===== src/rtl/screen_dump.sv =====
// screen_dump: reads the whole text VRAM and streams it out as 8N1 UART,
// row by row, with CR LF after each row. Owns the VRAM port while o_running.
// Optional build macro SCREEN_DUMP_TRIM_EN: each row is first scanned and
// trailing blanks (0x00/0x20) are not transmitted.
//
// state | meaning
// IDLE  | waiting for i_start
// SCAN  | (trim build) pipelined read of the whole row, track last non-blank col
// FETCH | issue one VRAM read at {row,col}
// WAIT  | RD_LAT cycles of read latency, capture on the last one
// SEND  | transmit the captured character
// CR    | transmit 0x0D
// LF    | transmit 0x0A, then next row or IDLE
module screen_dump #(
    parameter int CLK_HZ = 12_000_000,
    parameter int BAUD   = 115200,
    parameter int COLS   = 60,
    parameter int ROWS   = 17,
    parameter int RD_LAT = 1
) (
    input  logic        i_clk,
    input  logic        i_rst_n,
    input  logic        i_start,
    output logic        o_running,
    output logic [10:0] o_vram_addr,
    output logic        o_vram_ce,
    output logic        o_vram_w,
    input  logic [7:0]  i_vram_dout,
    output logic        o_tx
);
    localparam int          BIT_CYC   = CLK_HZ / BAUD;
    localparam logic [15:0] BIT_LAST  = 16'(BIT_CYC - 1);
    localparam logic [5:0]  COL_LAST  = 6'(COLS - 1);
    localparam logic [4:0]  ROW_LAST  = 5'(ROWS - 1);
    localparam logic [1:0]  WAIT_LAST = 2'(RD_LAT - 1);

    typedef enum logic [2:0] {
        S_IDLE, S_SCAN, S_FETCH, S_WAIT, S_SEND, S_CR, S_LF
    } state_t;

`ifdef SCREEN_DUMP_TRIM_EN
    localparam state_t ROW_START = S_SCAN;
`else
    localparam state_t ROW_START = S_FETCH;
`endif

    state_t      r_state, w_next;
    logic [4:0]  r_row;
    logic [5:0]  r_col;
    logic [1:0]  r_wait;
    logic [10:0] r_addr_hold;
    logic [15:0] r_baud;
    logic [3:0]  r_bit;
    logic [8:0]  r_shift;
    logic        r_tx;

    logic        w_ce, w_tx_state, w_frame_done, w_load;
    logic [10:0] w_addr;
    logic [7:0]  w_char, w_load_byte;
    logic [5:0]  w_row_end;

`ifdef SCREEN_DUMP_TRIM_EN
    localparam logic [6:0] SCAN_LAST = 7'(COLS + RD_LAT - 1);
    logic [6:0] r_scan;
    logic [5:0] r_last;
    logic       r_any;
    logic       w_scan_hit, w_scan_done, w_any;
    logic [5:0] w_scan_rd_col;

    // Scan read data for col (r_scan - RD_LAT) arrives RD_LAT cycles after its issue.
    assign w_scan_hit    = (r_state == S_SCAN) && (r_scan >= 7'(RD_LAT)) &&
                           (i_vram_dout != 8'h00) && (i_vram_dout != 8'h20);
    assign w_scan_rd_col = 6'(r_scan - 7'(RD_LAT));
    assign w_scan_done   = (r_scan == SCAN_LAST);
    assign w_any         = r_any | w_scan_hit;
    assign w_row_end     = r_last;
    assign w_ce          = (r_state == S_FETCH) ||
                           ((r_state == S_SCAN) && (r_scan < 7'(COLS)));
    assign w_addr        = (r_state == S_FETCH) ? {r_row, r_col} : {r_row, r_scan[5:0]};
`else
    assign w_row_end     = COL_LAST;
    assign w_ce          = (r_state == S_FETCH);
    assign w_addr        = {r_row, r_col};
`endif

    assign w_tx_state   = (r_state == S_SEND) || (r_state == S_CR) || (r_state == S_LF);
    assign w_frame_done = w_tx_state && (r_baud == 16'd0) && (r_bit == 4'd0);
    assign w_char       = (i_vram_dout == 8'h00) ? 8'h20 : i_vram_dout;
    assign w_load       = ((w_next == S_SEND) || (w_next == S_CR) || (w_next == S_LF)) &&
                          (w_next != r_state);
    assign w_load_byte  = (w_next == S_CR) ? 8'h0D : (w_next == S_LF) ? 8'h0A : w_char;

    assign o_running   = (r_state != S_IDLE);
    assign o_vram_ce   = w_ce;
    assign o_vram_addr = w_ce ? w_addr : r_addr_hold;
    assign o_vram_w    = 1'b0;
    assign o_tx        = r_tx;

    // State register.
    always_ff @(posedge i_clk or negedge i_rst_n) begin
        if (!i_rst_n) r_state <= S_IDLE;
        else          r_state <= w_next;
    end

    // Next-state decode.
    always_comb begin
        w_next = r_state;
        case (r_state)
            S_IDLE:  if (i_start) w_next = ROW_START;
`ifdef SCREEN_DUMP_TRIM_EN
            S_SCAN:  if (w_scan_done) w_next = w_any ? S_FETCH : S_CR;
`endif
            S_FETCH: w_next = S_WAIT;
            S_WAIT:  if (r_wait == 2'd0) w_next = S_SEND;
            S_SEND:  if (w_frame_done) w_next = (r_col == w_row_end) ? S_CR : S_FETCH;
            S_CR:    if (w_frame_done) w_next = S_LF;
            S_LF:    if (w_frame_done) w_next = (r_row == ROW_LAST) ? S_IDLE : ROW_START;
            default: w_next = S_IDLE;
        endcase
    end

    // Row/column walk, read-latency countdown and address hold.
    always_ff @(posedge i_clk or negedge i_rst_n) begin
        if (!i_rst_n) begin
            r_row       <= 5'd0;
            r_col       <= 6'd0;
            r_wait      <= 2'd0;
            r_addr_hold <= 11'd0;
        end else begin
            if (w_ce) r_addr_hold <= w_addr;
            if (r_state == S_FETCH)                      r_wait <= WAIT_LAST;
            else if (r_state == S_WAIT && r_wait != 2'd0) r_wait <= r_wait - 2'd1;
            if (r_state == S_IDLE && w_next != S_IDLE) begin
                r_row <= 5'd0;
                r_col <= 6'd0;
            end else if (r_state == S_SEND && w_next == S_FETCH) begin
                r_col <= r_col + 6'd1;
            end else if (r_state == S_LF && w_next == ROW_START) begin
                r_row <= r_row + 5'd1;
                r_col <= 6'd0;
            end
        end
    end

`ifdef SCREEN_DUMP_TRIM_EN
    // Scan pass: issue counter and last non-blank column of the current row.
    always_ff @(posedge i_clk or negedge i_rst_n) begin
        if (!i_rst_n) begin
            r_scan <= 7'd0;
            r_last <= 6'd0;
            r_any  <= 1'b0;
        end else if (r_state == S_SCAN) begin
            r_scan <= r_scan + 7'd1;
            if (w_scan_hit) begin
                r_any  <= 1'b1;
                r_last <= w_scan_rd_col;
            end
        end else begin
            r_scan <= 7'd0;
            r_any  <= 1'b0;
        end
    end
`endif

    // UART transmitter: start bit on load, then 8 data bits LSB first and stop bit.
    always_ff @(posedge i_clk or negedge i_rst_n) begin
        if (!i_rst_n) begin
            r_tx    <= 1'b1;
            r_shift <= 9'h1FF;
            r_bit   <= 4'd0;
            r_baud  <= 16'd0;
        end else if (w_load) begin
            r_tx    <= 1'b0;
            r_shift <= {1'b1, w_load_byte};
            r_bit   <= 4'd9;
            r_baud  <= BIT_LAST;
        end else if (w_tx_state) begin
            if (r_baud != 16'd0) begin
                r_baud <= r_baud - 16'd1;
            end else if (r_bit != 4'd0) begin
                r_tx    <= r_shift[0];
                r_shift <= {1'b1, r_shift[8:1]};
                r_bit   <= r_bit - 4'd1;
                r_baud  <= BIT_LAST;
            end else begin
                r_tx <= 1'b1;
            end
        end
    end
endmodule


===== config.mk =====
export PLATFORM = sky130hd
export DESIGN_NAME = screen_dump
export DESIGN_NICKNAME = d
export VERILOG_FILES = /design/src/rtl/screen_dump.sv
export SDC_FILE = /design/constraint.sdc
export NUM_CORES = 1
export LEC_CHECK = 0
export ABC_AREA = 1
export BUFFER_PORTS_ARGS = -buffer_cell sky130_fd_sc_hd__buf_2
export CAP_MARGIN = 20
export CORE_ASPECT_RATIO = 1.5
export CORE_MARGIN = 2
export CORE_UTILIZATION = 60
export CTS_CLUSTER_DIAMETER = 150
export CTS_CLUSTER_SIZE = 24
export DETAILED_ROUTE_END_ITERATION = 10
export PLACE_DENSITY = 0.8
export REMOVE_ABC_BUFFERS = 1
export SYNTH_ARGS = -nofsm -noshare
export SYNTH_HDL_FRONTEND = slang
export SYNTH_SLANG_ARGS = --single-unit

===== constraint.sdc =====
create_clock -name i_clk -period 2.4 [get_ports i_clk]
set_clock_uncertainty 0.1 [all_clocks]
set_input_delay 0.48 -clock i_clk [delete_from_list [all_inputs] [get_ports i_clk]]
set_output_delay 0.48 -clock i_clk [all_outputs]
set_load 0.05 [all_outputs]

==> impl_metrics.sql, run 1 <==
INSERT INTO impl_metrics (metric_group, metric, value, unit) VALUES
('clock_network', 'cts_max_level', '2', ''),
('critical_path', 'worst_ep_required_time', '2.50', 'ns'),
('placement', 'post-dp-hpwl', '5.57', 'mm'),
('run_status', 'failing_checks', 'negative setup slack', ''),
('clock_network', 'cts.root.buffer_cell', 'clkbuf_8', ''),
('cells_and_area', 'multi_input_comb_area', '1870', 'µm²'),
('cells_and_area', 'final.fill_count', '406', ''),
('sta', 'grt_setup_unrepaired', 'yes', ''),
('synth', 'synth_cell_type_count', '42', ''),
('sta', 'timing.final.crit_share', '101', '%'),
('die', 'initial_core_util', '61.8', '%'),
('placement', 'globalplace.congestion', '0.860', ''),
('critical_path', 'worstSetupEndpointType', 'flip-flop', ''),
('global_routing', 'grt_max_degree', '29', ''),
('sta', 'layout_setup_ws', '-0.0244', 'ns'),
('cells_and_area', 'area_delta_synth_final', '20.7', '%'),
('synth', 'synth.top_cells.by_count', 'nand2_1 (120), dfrtp_1 (47), inv_1 (42)', ''),
('routing', 'viasPerCell', '5.63', ''),
('cells_and_area', 'drive_gt1_share', '27.7', '%'),
('clock_network', 'clock_tree_from_tritoncts', 'built', ''),
('critical_path', 'crit_path_start_kind', 'flip-flop', ''),
('sta', 'final_setup_tns', '-0.0362', 'ns'),
('run', 'cap_violations', '0', ''),
('routing', 'final_antenna_net_count', '0', ''),
('cells_and_area', 'fin_area', '4060', 'µm²'),
('synth', 'postSynthAreaPerCell', '7.93', 'µm²'),
('global_routing', 'grt_pass1_vias', '2881', ''),
('sta', 'max_slew_violation_total_from_the_final_report', '0', ''),
('sta', 'period_minus_slack', '2.42', 'ns'),
('routing', 'dr.first_iter.drc_count', '165', ''),
('run_status', 'status', 'finished with violations', ''),
('cells_and_area', 'finish.cell_count_without_fillers', '540', ''),
('synth', 'ys_warn_count', '0', ''),
('min_path', 'worst_hold_path_type', 'in2async', ''),
('synth', 'synth_most_common_cell', 'nand2_1', ''),
('cells_and_area', 'antenna-diode-count', '0', ''),
('die', 'full_die_area', '6240', 'µm²'),
('die', 'placementRows', '33', ''),
('die', 'chipWidth', '65.2', 'µm'),
('critical_path', 'critPathBufInv', '3', ''),
('synth', 'yosysSeqAreaShare', '41.9', '%'),
('synth', 'async_flop_share', '100', '%'),
('synth', 'synth-main-ff-cell', 'dfrtp_1', ''),
('sta', 'timing.hold.ws', '0.0666', 'ns'),
('critical_path', 'worst_path_largest_cell_delay', '0.41', 'ns'),
('cells_and_area', 'sequential_cell_area', '1410', 'µm²'),
('placement', 'numPlacedInstances', '526', ''),
('routing', 'detail_route.first_pass.iterations', '4', ''),
('global_routing', 'grt_pass1_wl', '12.7', 'mm'),
('critical_path', 'worst_path_cell_with_the_longest_stage_delay', 'dfrtp_1', ''),
('cells_and_area', 'fin_nets', '486', ''),
('die', 'die_h', '95.8', 'µm'),
('routing', 'detailed_route_via_count', '3040', ''),
('sta', 'final-setup-viol-count', '2', ''),
('power_and_ir_drop', 'power_density', '378', 'nW/µm²'),
('clock_network', 'numClockSinks', '56', ''),
('synth', 'syn-cell-area', '3370', 'µm²'),
('sta', 'maxSlewHeadroom', '57.5', '%'),
('critical_path', 'timing.critical_path.cells', 'inv_1 > ha_4 > nand3_4 > nor2_4 > nand4_1 > nand2_2 > nand3_2 > nand2_4 > nand3_4 > buf_4 > o31ai_1 > inv_1', ''),
('clock_network', 'numCtsBuffers', '5', ''),
('critical_path', 'crit_type', 'reg2reg', ''),
('routing', 'routed_wirelength', '8.43', 'mm'),
('synth', 'synth_area_leader_cell', 'dfrtp_1', ''),
('synth', 'synthesized_flop_and_latch_total', '56', ''),
('power_and_ir_drop', 'vdd.ir_drop.worst', '0.000482', 'V'),
('placement', 'io_buffers', '24', ''),
('sta', 'hold_viol', '0', ''),
('critical_path', 'cpLargestDelayFamily', 'simple AND/OR/NAND/NOR gates', ''),
('clock_network', 'ctsHoldBuffers', '0', ''),
('synth', 'synthDominantCellAreaShare', '34.9', '%'),
('global_routing', 'grt_usage', '26.1', '%');
## layer usage
metal  vias to the layer above  global-route usage, %  routed length (µm)
met4                         0                   8.68                 228
met1                      1457                   29.7                3280
met2                        82                   48.6                4630
met5                         -                      0                   0
met3                        24                   4.56                 286
li1                       1477                      -                   -
## kinds of logic after synthesis
kind of cell               count (synthesis)  synth area share [%]
buffers and inverters                     62                  8.28
AOI/OAI and AO/OA                         62                  12.4
xor gates and xnor gates                  19                  4.94
DFF                                       56                  41.9
adders and majority gates                  6                  2.23
other                                      1                 0.111
and+or+nand+nor                          219                  30.1
## area by class of cell
class | instances | share of cell area, %
Multi-Input combinational cell | 308 | 46.0
Sequential cell | 56 | 34.8
Timing Repair Buffer | 52 | 10.7
Inverter | 46 | 4.31
Tap cell | 70 | 2.16
Clock buffer | 6 | 1.79
Clock inverter | 2 | 0.308
## worst reg2reg max path: stages (launching register included)
cell and delay [ns]:
dfrtp_1 0.41, inv_1 0.10, ha_4 0.17, nand3_4 0.10, nor2_4 0.19, nand4_1 0.21
nand2_2 0.18, nand3_2 0.10, nand2_4 0.10, nand3_4 0.10, buf_4 0.17, o31ai_1 0.30
inv_1 0.10
## registers in the layout, summed over array words and instances (netlist names)
signal,cells
r_baud,16
r_addr_hold,11
r_shift,8
r_col,6
r_row,5
r_bit,4
r_state,3
r_wait,2
o_tx,1
## cell usage in the layout, fill, tap and decap left out, types with 5 or more instances in the layout
cell type,n
clkbuf_8,5
o22ai_1,5
nand2_2,16
o21ai_0,12
xnor2_1,9
o21ai_1,19
buf_2,14
dfrtp_1,46
inv_1,39
nand3_1,24
buf_4,30
nand2_1,107
nand2_4,6
nand3_4,6
nor2_1,28
inv_2,5
nand4_1,7
dfstp_2,9
xor2_1,10
nor2_4,7
o311ai_0,10
nor2_2,7
## where the power goes
group	internal (W)	leakage, nW	switching, W	total [W]
clock network	0.000205	0.0412	0.000318	0.000523
logic	0.0000175	1.34	0.0000377	0.0000552
registers	0.000955	0.627	0.00000377	0.000959
## timing repair
item,CTS,global route
pin swaps,1,12
gates cloned,0,2
resized for setup,11,66
endpoints found under the setup margin,15,44
buffers inserted,0,4
## path summary, 6_finish.rpt
kind | startpoint | to | slack, ns | cells after the start
worst max-delay path | r_bit[1] | r_baud[6] | -0.02 | 12
worst min-delay path | i_rst_n | r_addr_hold[4] | 0.07 | 1
worst max register to register | r_bit[1] | r_baud[6] | -0.02 | 12
worst min register to register | r_addr_hold[0] | r_addr_hold[0] | 0.39 | 2
max in group asynchronous | i_rst_n | r_shift[5] | 1.36 | 2
min in group i_clk | i_vram_dout[7] | r_shift[7] | 0.38 | 5
## metrics by stage
step / utilization [%] / setup WS [ns]
CTS: 69.2 / -0.0177
global placement: 67.3 / 0.0755
detailed placement: 67.3 / 0.0266
global route: 74.6 / -0.164
finish: 74.6 / -0.0244
floorplan: - / -1.16
Note: power is estimated with default switching activity, not from simulation.
==> run 2: changes to the inputs <==
==> constraint.sdc (replaced) <==
create_clock -name i_clk -period 3.1 [get_ports i_clk]
set_clock_uncertainty 0.1 [all_clocks]
set_input_delay 0.62 -clock i_clk [delete_from_list [all_inputs] [get_ports i_clk]]
set_output_delay 0.62 -clock i_clk [all_outputs]
set_load 0.02 [all_outputs]
==> run 2 against run 1 <==
  * The flow now finishes without violations
  * First-iteration DRC count rose by 12%
  * Via count fell by 7.4%
  * Sequential share of layout area rose by 4.6 points
  * Setup slack improved by 0.39 ns
  * Sequential cell count did not move
  * Largest cell class unchanged
==> impl_metrics.sql, run 2 (synthesis results as in run 1) <==
INSERT INTO impl_metrics (metric_group, metric, value, unit) VALUES
('sta', 'timing.final.crit_share', '88.0', '%'),
('sta', 'period_minus_slack', '2.73', 'ns'),
('die', 'chipWidth', '65.2', 'µm'),
('clock_network', 'numCtsBuffers', '5', ''),
('power_and_ir_drop', 'power.total', '0.00118', 'W'),
('sta', 'hold_viol', '0', ''),
('critical_path', 'worst_ep_required_time', '2.38', 'ns'),
('clock_network', 'cts.root.buffer_cell', 'clkbuf_8', ''),
('cells_and_area', 'drive_gt1_share', '17.1', '%'),
('global_routing', 'grt_usage', '24.0', '%'),
('die', 'die_h', '95.8', 'µm'),
('critical_path', 'crit-reg2reg-launch', 'r_baud[0]', ''),
('sta', 'final-setup-viol-count', '0', ''),
('routing', 'detail_route.first_pass.iterations', '5', ''),
('clock_network', 'cts_max_level', '2', ''),
('routing', 'wl_per_cell', '13.5', 'µm'),
('clock_network', 'ctsHoldBuffers', '0', ''),
('die', 'placementRows', '33', ''),
('sta', 'grt_setup_unrepaired', 'no', ''),
('sta', 'final_setup_tns', '0', 'ns'),
('critical_path', 'crit_type', 'reg2out', ''),
('cells_and_area', 'max_flop_register', 'r_baud', ''),
('critical_path', 'critPathMaxFanout', '21', ''),
('sta', 'tightest_slew', '0.689', 'ns'),
('run_status', 'status', 'finished clean', ''),
('critical_path', 'worstSetupEndpointType', 'output pin', ''),
('cells_and_area', 'fin_area', '3590', 'µm²'),
('cells_and_area', 'area_delta_synth_final', '6.54', '%'),
('sta', 'max_slew_violation_total_from_the_final_report', '0', ''),
('placement', 'io_buffers', '24', ''),
('cells_and_area', 'antenna-diode-count', '0', ''),
('cells_and_area', 'largest_register_ffs', '16', ''),
('clock_network', 'post_cts.resized_instances', '0', ''),
('sta', 'fmax', '366', 'MHz'),
('die', 'initial_core_util', '61.8', '%'),
('routing', 'drc_errors', '0', ''),
('placement', 'globalplace.congestion', '0.891', ''),
('cells_and_area', 'fin_nets', '461', ''),
('global_routing', 'grt_pass1_vias', '2579', ''),
('critical_path', 'crit_path_start_kind', 'flip-flop', ''),
('die', 'full_die_area', '6240', 'µm²'),
('cells_and_area', 'layout_commonest_cell', 'nand2_1', ''),
('global_routing', 'grt_max_degree', '57', ''),
('power_and_ir_drop', 'power_density', '329', 'nW/µm²'),
('cells_and_area', 'sequential_cell_area', '1410', 'µm²'),
('cells_and_area', 'utilization', '65.8', '%'),
('clock_network', 'numClockSinks', '56', ''),
('sta', 'maxSlewHeadroom', '54.1', '%'),
('global_routing', 'grt_pass1_wl', '11.7', 'mm'),
('global_routing', 'gr-total-overflow', '0', ''),
('clock_network', 'clock_tree_from_tritoncts', 'built', ''),
('clock_network', 'clk-insertion-delay-late', '0.32', 'ns'),
('critical_path', 'critPathLaunch', 'r_state[2]', ''),
('cells_and_area', 'top_regs', 'r_baud x16, r_addr_hold x11, r_shift x8', ''),
('routing', 'dr.first_iter.drc_count', '184', ''),
('min_path', 'worst_hold_path_type', 'in2async', ''),
('clock_network', 'clk_transition_reported_paths', '0.10', 'ns'),
('global_routing', 'grt_antenna_before_repair', '0', ''),
('die', 'top_level_ports', '26', ''),
('cells_and_area', 'most-common-layout-cells', 'nand2_1 (120), dfrtp_1 (47), inv_1 (42)', ''),
('placement', 'dpl-instance-area', '3500', 'µm²'),
('routing', 'detailed_route_via_count', '2816', ''),
('clock_network', 'cts_max_path_buffers', '2', ''),
('sta', 'timing.hold.ws', '0.331', 'ns'),
('cells_and_area', 'final.fill_count', '479', ''),
('placement', 'post-dp-hpwl', '5.13', 'mm'),
('routing', 'viasPerCell', '5.47', ''),
('run', 'cap_violations', '0', ''),
('power_and_ir_drop', 'vdd.ir_drop.worst', '0.000227', 'V'),
('die', 'core_area', '5450', 'µm²'),
('routing', 'routed_wirelength', '6.94', 'mm'),
('cells_and_area', 'multi_input_comb_area', '1680', 'µm²'),
('critical_path', 'crit_arrival', '2.01', 'ns'),
('power_and_ir_drop', 'static-leakage-power', '1.80', 'nW'),
('routing', 'final_antenna_net_count', '0', ''),
('clock_network', 'cts_setup_buffers', '0', '');
==> run 2: changes by cell type in the layout (fill, tap and decap cells not counted), moves of 4 or more <==
cell	change
buf_4	-26
nand2_1	+13
o21ai_0	+11
o21ai_1	-11
buf_2	+10
nand2_2	-8
nor2_1	+6
nand2_4	-5
buf_12	-4
nand3_4	-4
==> run 2: final cells by class <==
cell class,instances,share of cell area [%]
inverters,46,4.81
clock inverters,2,0.453
flip-flops and latches,56,39.4
multi-input cells,307,46.7
repair buffers,28,4.18
well taps,70,2.44
clock buffers,6,2.02
==> run 2: worst max-delay path: stages (launching register included) <==
cell	delay [ns]
dfrtp_1	0.42
inv_1	0.20
nand2_1	0.10
nor2_1	0.18
inv_1	0.27
o21ai_0	0.32
buf_2	0.22
==> run 2: final timing paths <==
path / depth (start not counted) / slack (ns) / endpoint
worst min register to register: 2 / 0.39 / r_addr_hold[0]
worst min-delay path: 2 / 0.33 / r_addr_hold[2]
worst max-delay path: 6 / 0.37 / o_vram_addr[2]
min in group i_clk: 2 / 0.39 / r_addr_hold[0]
worst max register to register: 14 / 0.49 / r_shift[1]
max in group asynchronous: 2 / 2.12 / r_bit[3]
==> run 2: report_power, final <==
group          leakage [nW]  switching [W]  internal [W]
sequential            0.628     0.00000246      0.000740
clock                0.0414       0.000239      0.000161
combinational          1.13      0.0000259     0.0000126
==> run 2: metal layers <==
metal	vias to the layer above	track usage [%]	share of wire (%)
met1	1305	28.7	41
met3	18	2.81	3.3
li1	1427	-	-
met4	0	7.12	1.7
met5	-	0	0
met2	66	44.7	54
==> run 2: stage by stage <==
step                cells  setup slack [ns]
floorplan             409             0.537
global placement      507             0.628
detailed placement    507             0.518
CTS                   515             0.370
global route          515             0.172
finish                515             0.370
==> run 3: changes to the inputs <==
Settings changed: ABC_AREA 1 to not set, REMOVE_ABC_BUFFERS 1 to not set.
==> run 3 against run 2 <==
  * Setup slack worse by 0.050 ns
  * Wire length rose by 3.9%
  * Final cell count fell by 16%
  * Register-to-register slack worse by 0.09 ns
  * Fmax fell by 1.8%
  * Clock power increased by 19%
  * Synthesized cell count fell by 20%
  * Core utilization increased by 2.5 points
  * Critical path type unchanged
  * Largest cell class unchanged
  * Highest routed layer unchanged
==> impl_metrics.sql, run 3 <==
INSERT INTO impl_metrics (metric_group, metric, value, unit) VALUES
('die', 'full_die_area', '6040', 'µm²'),
('critical_path', 'crit_type', 'reg2out', ''),
('die', 'die_h', '94.2', 'µm'),
('critical_path', 'crit_path_start_kind', 'flip-flop', ''),
('sta', 'tightest_slew', '0.575', 'ns'),
('routing', 'wl_per_cell', '16.7', 'µm'),
('synth', 'synth.area.mux_share', '7.12', '%'),
('cells_and_area', 'most-common-layout-cells', 'dfrtp_1 (47), nand2_1 (31), nor2_1 (25)', ''),
('synth', 'synth_enable_flop_cells', '0', ''),
('synth', 'simple_gate_fraction_of_synth_area', '25.3', '%'),
('cells_and_area', 'multi_input_comb_area', '1680', 'µm²'),
('cells_and_area', 'utilization', '68.4', '%'),
('sta', 'max_slew_violation_total_from_the_final_report', '0', ''),
('synth', 'synth_compound_area_share', '15.2', '%'),
('routing', 'dr.first_iter.drc_count', '171', ''),
('cells_and_area', 'final.fill_count', '405', ''),
('clock_network', 'clock_tree_from_tritoncts', 'built', ''),
('power_and_ir_drop', 'static-leakage-power', '1.45', 'nW'),
('sta', 'period_minus_slack', '2.78', 'ns'),
('synth', 'syn-cell-area', '3250', 'µm²'),
('clock_network', 'numCtsBuffers', '5', ''),
('min_path', 'worstHoldPathCells', '1', ''),
('run_status', 'status', 'finished clean', ''),
('synth', 'synth_top_cells_by_area', 'dfrtp_1 (36%), dfstp_2 (7.3%), mux2_2 (4.5%)', ''),
('synth', 'synth.top_cells.by_count', 'dfrtp_1 (47), nand2_1 (31), nor2_1 (25)', ''),
('synth', 'yosys.area_share.adder', '2.31', '%'),
('synth', 'synthesized_flop_and_latch_total', '56', ''),
('sta', 'final_setup_tns', '0', 'ns'),
('synth', 'async_flop_share', '100', '%'),
('routing', 'viasPerCell', '6.19', ''),
('synth', 'synthesis.instances', '339', ''),
('cells_and_area', 'top_regs', 'r_baud x16, r_addr_hold x11, r_shift x8', ''),
('synth', 'synth_area_leader_cell', 'dfrtp_1', ''),
('synth', 'yosysSeqAreaShare', '43.4', '%'),
('die', 'top_level_ports', '26', ''),
('clock_network', 'cts.root.buffer_cell', 'clkbuf_8', ''),
('clock_network', 'cts_max_level', '2', ''),
('cells_and_area', 'antenna-diode-count', '0', ''),
('global_routing', 'gr-total-overflow', '0', ''),
('critical_path', 'critPathBufInv', '2', ''),
('routing', 'final_antenna_net_count', '0', ''),
('clock_network', 'numClockSinks', '56', ''),
('placement', 'post-dp-hpwl', '5.34', 'mm'),
('synth', 'synthDominantCellAreaShare', '36.2', '%'),
('routing', 'detailed_route_via_count', '2674', ''),
('critical_path', 'reg2reg_to', 'r_baud[1]', ''),
('die', 'core_area', '5200', 'µm²'),
('clock_network', 'clk_transition_reported_paths', '0.10', 'ns'),
('min_path', 'hp-start', 'r_addr_hold[5]', ''),
('die', 'placementRows', '32', ''),
('global_routing', 'grt_pass1_wl', '12.6', 'mm'),
('critical_path', 'cpLargestDelayFamily', 'flip-flops', ''),
('critical_path', 'reg2regPathDepth', '8', ''),
('global_routing', 'grt_max_degree', '28', ''),
('synth', 'synth_xor_area_share', '1.62', '%'),
('critical_path', 'worst_ep_required_time', '2.38', 'ns'),
('sta', 'maxSlewHeadroom', '61.1', '%'),
('critical_path', 'crit_arrival', '2.06', 'ns'),
('clock_network', 'cts_max_path_buffers', '2', ''),
('critical_path', 'worstSetupEndpointType', 'output pin', ''),
('cells_and_area', 'drive_gt1_share', '21.7', '%'),
('critical_path', 'timing.critical_path.cells', 'nand2b_1 > nor2_1 > buf_4 > mux2_2 > buf_2', ''),
('clock_network', 'cts_setup_buffers', '0', ''),
('die', 'chipWidth', '64.1', 'µm'),
('placement', 'numPlacedInstances', '423', ''),
('synth', 'ys_warn_count', '0', ''),
('power_and_ir_drop', 'vdd.ir_drop.worst', '0.000322', 'V'),
('global_routing', 'grt_antenna_before_repair', '0', ''),
('critical_path', 'worst_path_cell_with_the_longest_stage_delay', 'dfrtp_1', ''),
('sta', 'layout_setup_ws', '0.320', 'ns'),
('power_and_ir_drop', 'power_density', '357', 'nW/µm²'),
('min_path', 'worst_hold_path_type', 'reg2reg', ''),
('clock_network', 'clk-insertion-delay-late', '0.31', 'ns'),
('cells_and_area', 'area_delta_synth_final', '9.38', '%'),
('clock_network', 'post_cts.resized_instances', '0', ''),
('critical_path', 'crit-reg2reg-launch', 'r_baud[1]', ''),
('critical_path', 'reg2reg_setup_slack', '0.40', 'ns'),
('cells_and_area', 'fin_nets', '380', ''),
('synth', 'synth_fp_nets', '356', ''),
('min_path', 'worst_hold_path.endpoint', 'r_addr_hold[5]', ''),
('sta', 'fmax', '360', 'MHz'),
('clock_network', 'ctsHoldBuffers', '1', ''),
('synth', 'synth_most_common_cell', 'dfrtp_1', ''),
('sta', 'timing.final.crit_share', '89.7', '%'),
('routing', 'detail_route.first_pass.iterations', '4', ''),
('critical_path', 'worst_path_largest_cell_delay', '0.54', 'ns'),
('placement', 'globalplace.congestion', '0.877', ''),
('global_routing', 'grt_pass1_vias', '2655', ''),
('synth', 'postSynthAreaPerCell', '9.60', 'µm²'),
('cells_and_area', 'finish.cell_count_without_fillers', '432', ''),
('run', 'cap_violations', '0', ''),
('sta', 'final-setup-viol-count', '0', ''),
('die', 'initial_core_util', '62.5', '%'),
('sta', 'grt_setup_unrepaired', 'no', ''),
('sta', 'timing.hold.ws', '0.403', 'ns'),
('placement', 'preCtsSetupSlack', '0.453', 'ns'),
('placement', 'io_buffers', '24', ''),
('cells_and_area', 'layout_commonest_cell', 'dfrtp_1', ''),
('cells_and_area', 'largest_register_ffs', '16', ''),
('synth', 'synth_cell_type_count', '61', ''),
('synth', 'synth_top_family_by_area', 'simple AND/OR/NAND/NOR gates', ''),
('global_routing', 'grt_usage', '26.6', '%'),
('critical_path', 'critPathMaxFanout', '12', ''),
('routing', 'routed_wirelength', '7.21', 'mm'),
('sta', 'hold_viol', '0', ''),
('routing', 'drc_errors', '0', ''),
('synth', 'synth-main-ff-cell', 'dfrtp_1', ''),
('cells_and_area', 'sequential_cell_area', '1410', 'µm²'),
('cells_and_area', 'max_flop_register', 'r_baud', '');
run 3: changes by cell type after synthesis, moves of 9 or more:
cell	before	now
a31oi_1	0	10
nand2_1	120	31
mux2_2	0	13
nor2_1	34	25
nand3_1	27	12
inv_1	42	19
run 3: area by class of cell:
type / count / area share, %
inverter: 20 / 2.18
sequential: 56 / 39.7
tap: 68 / 2.39
clock buffer: 5 / 1.93
timing repair buffer: 33 / 5.34
multi-input combinational: 247 / 47.3
clock inverter: 3 / 1.20
run 3: worst max path at each step:
| stage | slack [ns] | start | endpoint | cells past startpoint |
|---|---|---|---|---|
| 2_1_floorplan | 0.56 | r_state[2] | o_vram_addr[1] | 5 |
| 3_3_place_gp | 0.54 | r_baud[0] | r_baud[1] | 8 |
| 3_5_place_dp | 0.45 | r_baud[0] | r_baud[1] | 8 |
| 4_1_cts | 0.29 | r_state[2] | o_vram_addr[1] | 5 |
| 5_1_grt | 0.17 | r_state[1] | o_vram_addr[1] | 5 |
| 6_report | 0.32 | r_state[2] | o_vram_addr[1] | 5 |
run 3: logic make-up (layout without fill, tap and decap cells):
kind of cell	count (synthesis)	after routing
AND/OR/NAND/NOR	138	138
AO/OA/AOI/OAI	75	75
adder cells (fa/ha/maj)	6	6
other	1	1
multiplexers	21	21
buffers and inverters	36	61
flip-flops	56	56
XOR/XNOR	6	6
run 3: worst register-to-register path, delay by kind of cell, from the launching register on:
| family | cells | cell delay [ns] |
|---|---|---|
| buffers and inverters | 2 | 0.16 |
| AOI/OAI and AO/OA | 1 | 0.35 |
| muxes | 1 | 0.31 |
| and+or+nand+nor | 3 | 1.00 |
| adders and majority gates | 1 | 0.24 |
| DFF | 1 | 0.43 |
run 3: layer usage:
metal	GRT usage (%)	wire length (µm)	vias to the layer above
li1	-	-	1299
met1	32.1	3030	1293
met2	47.1	3770	62
met3	3.48	211	20
met4	11.5	201	0
met5	0	0	-
run 3: stage by stage:
| step | total power [W] | instance area [µm²] |
|---|---|---|
| floorplan | 0.000779 | 3250 |
| global placement | 0.000808 | 3440 |
| detailed placement | 0.000809 | 3440 |
| CTS | 0.00129 | 3560 |
| global route | 0.00132 | 3560 |
| finish | 0.00127 | 3560 |
run 3: power breakdown:
part | internal, W | switching [W]
clock | 0.000239 | 0.000238
sequential | 0.000741 | 0.00000429
combinational | 0.0000195 | 0.0000302
total | 0.00100 | 0.000272
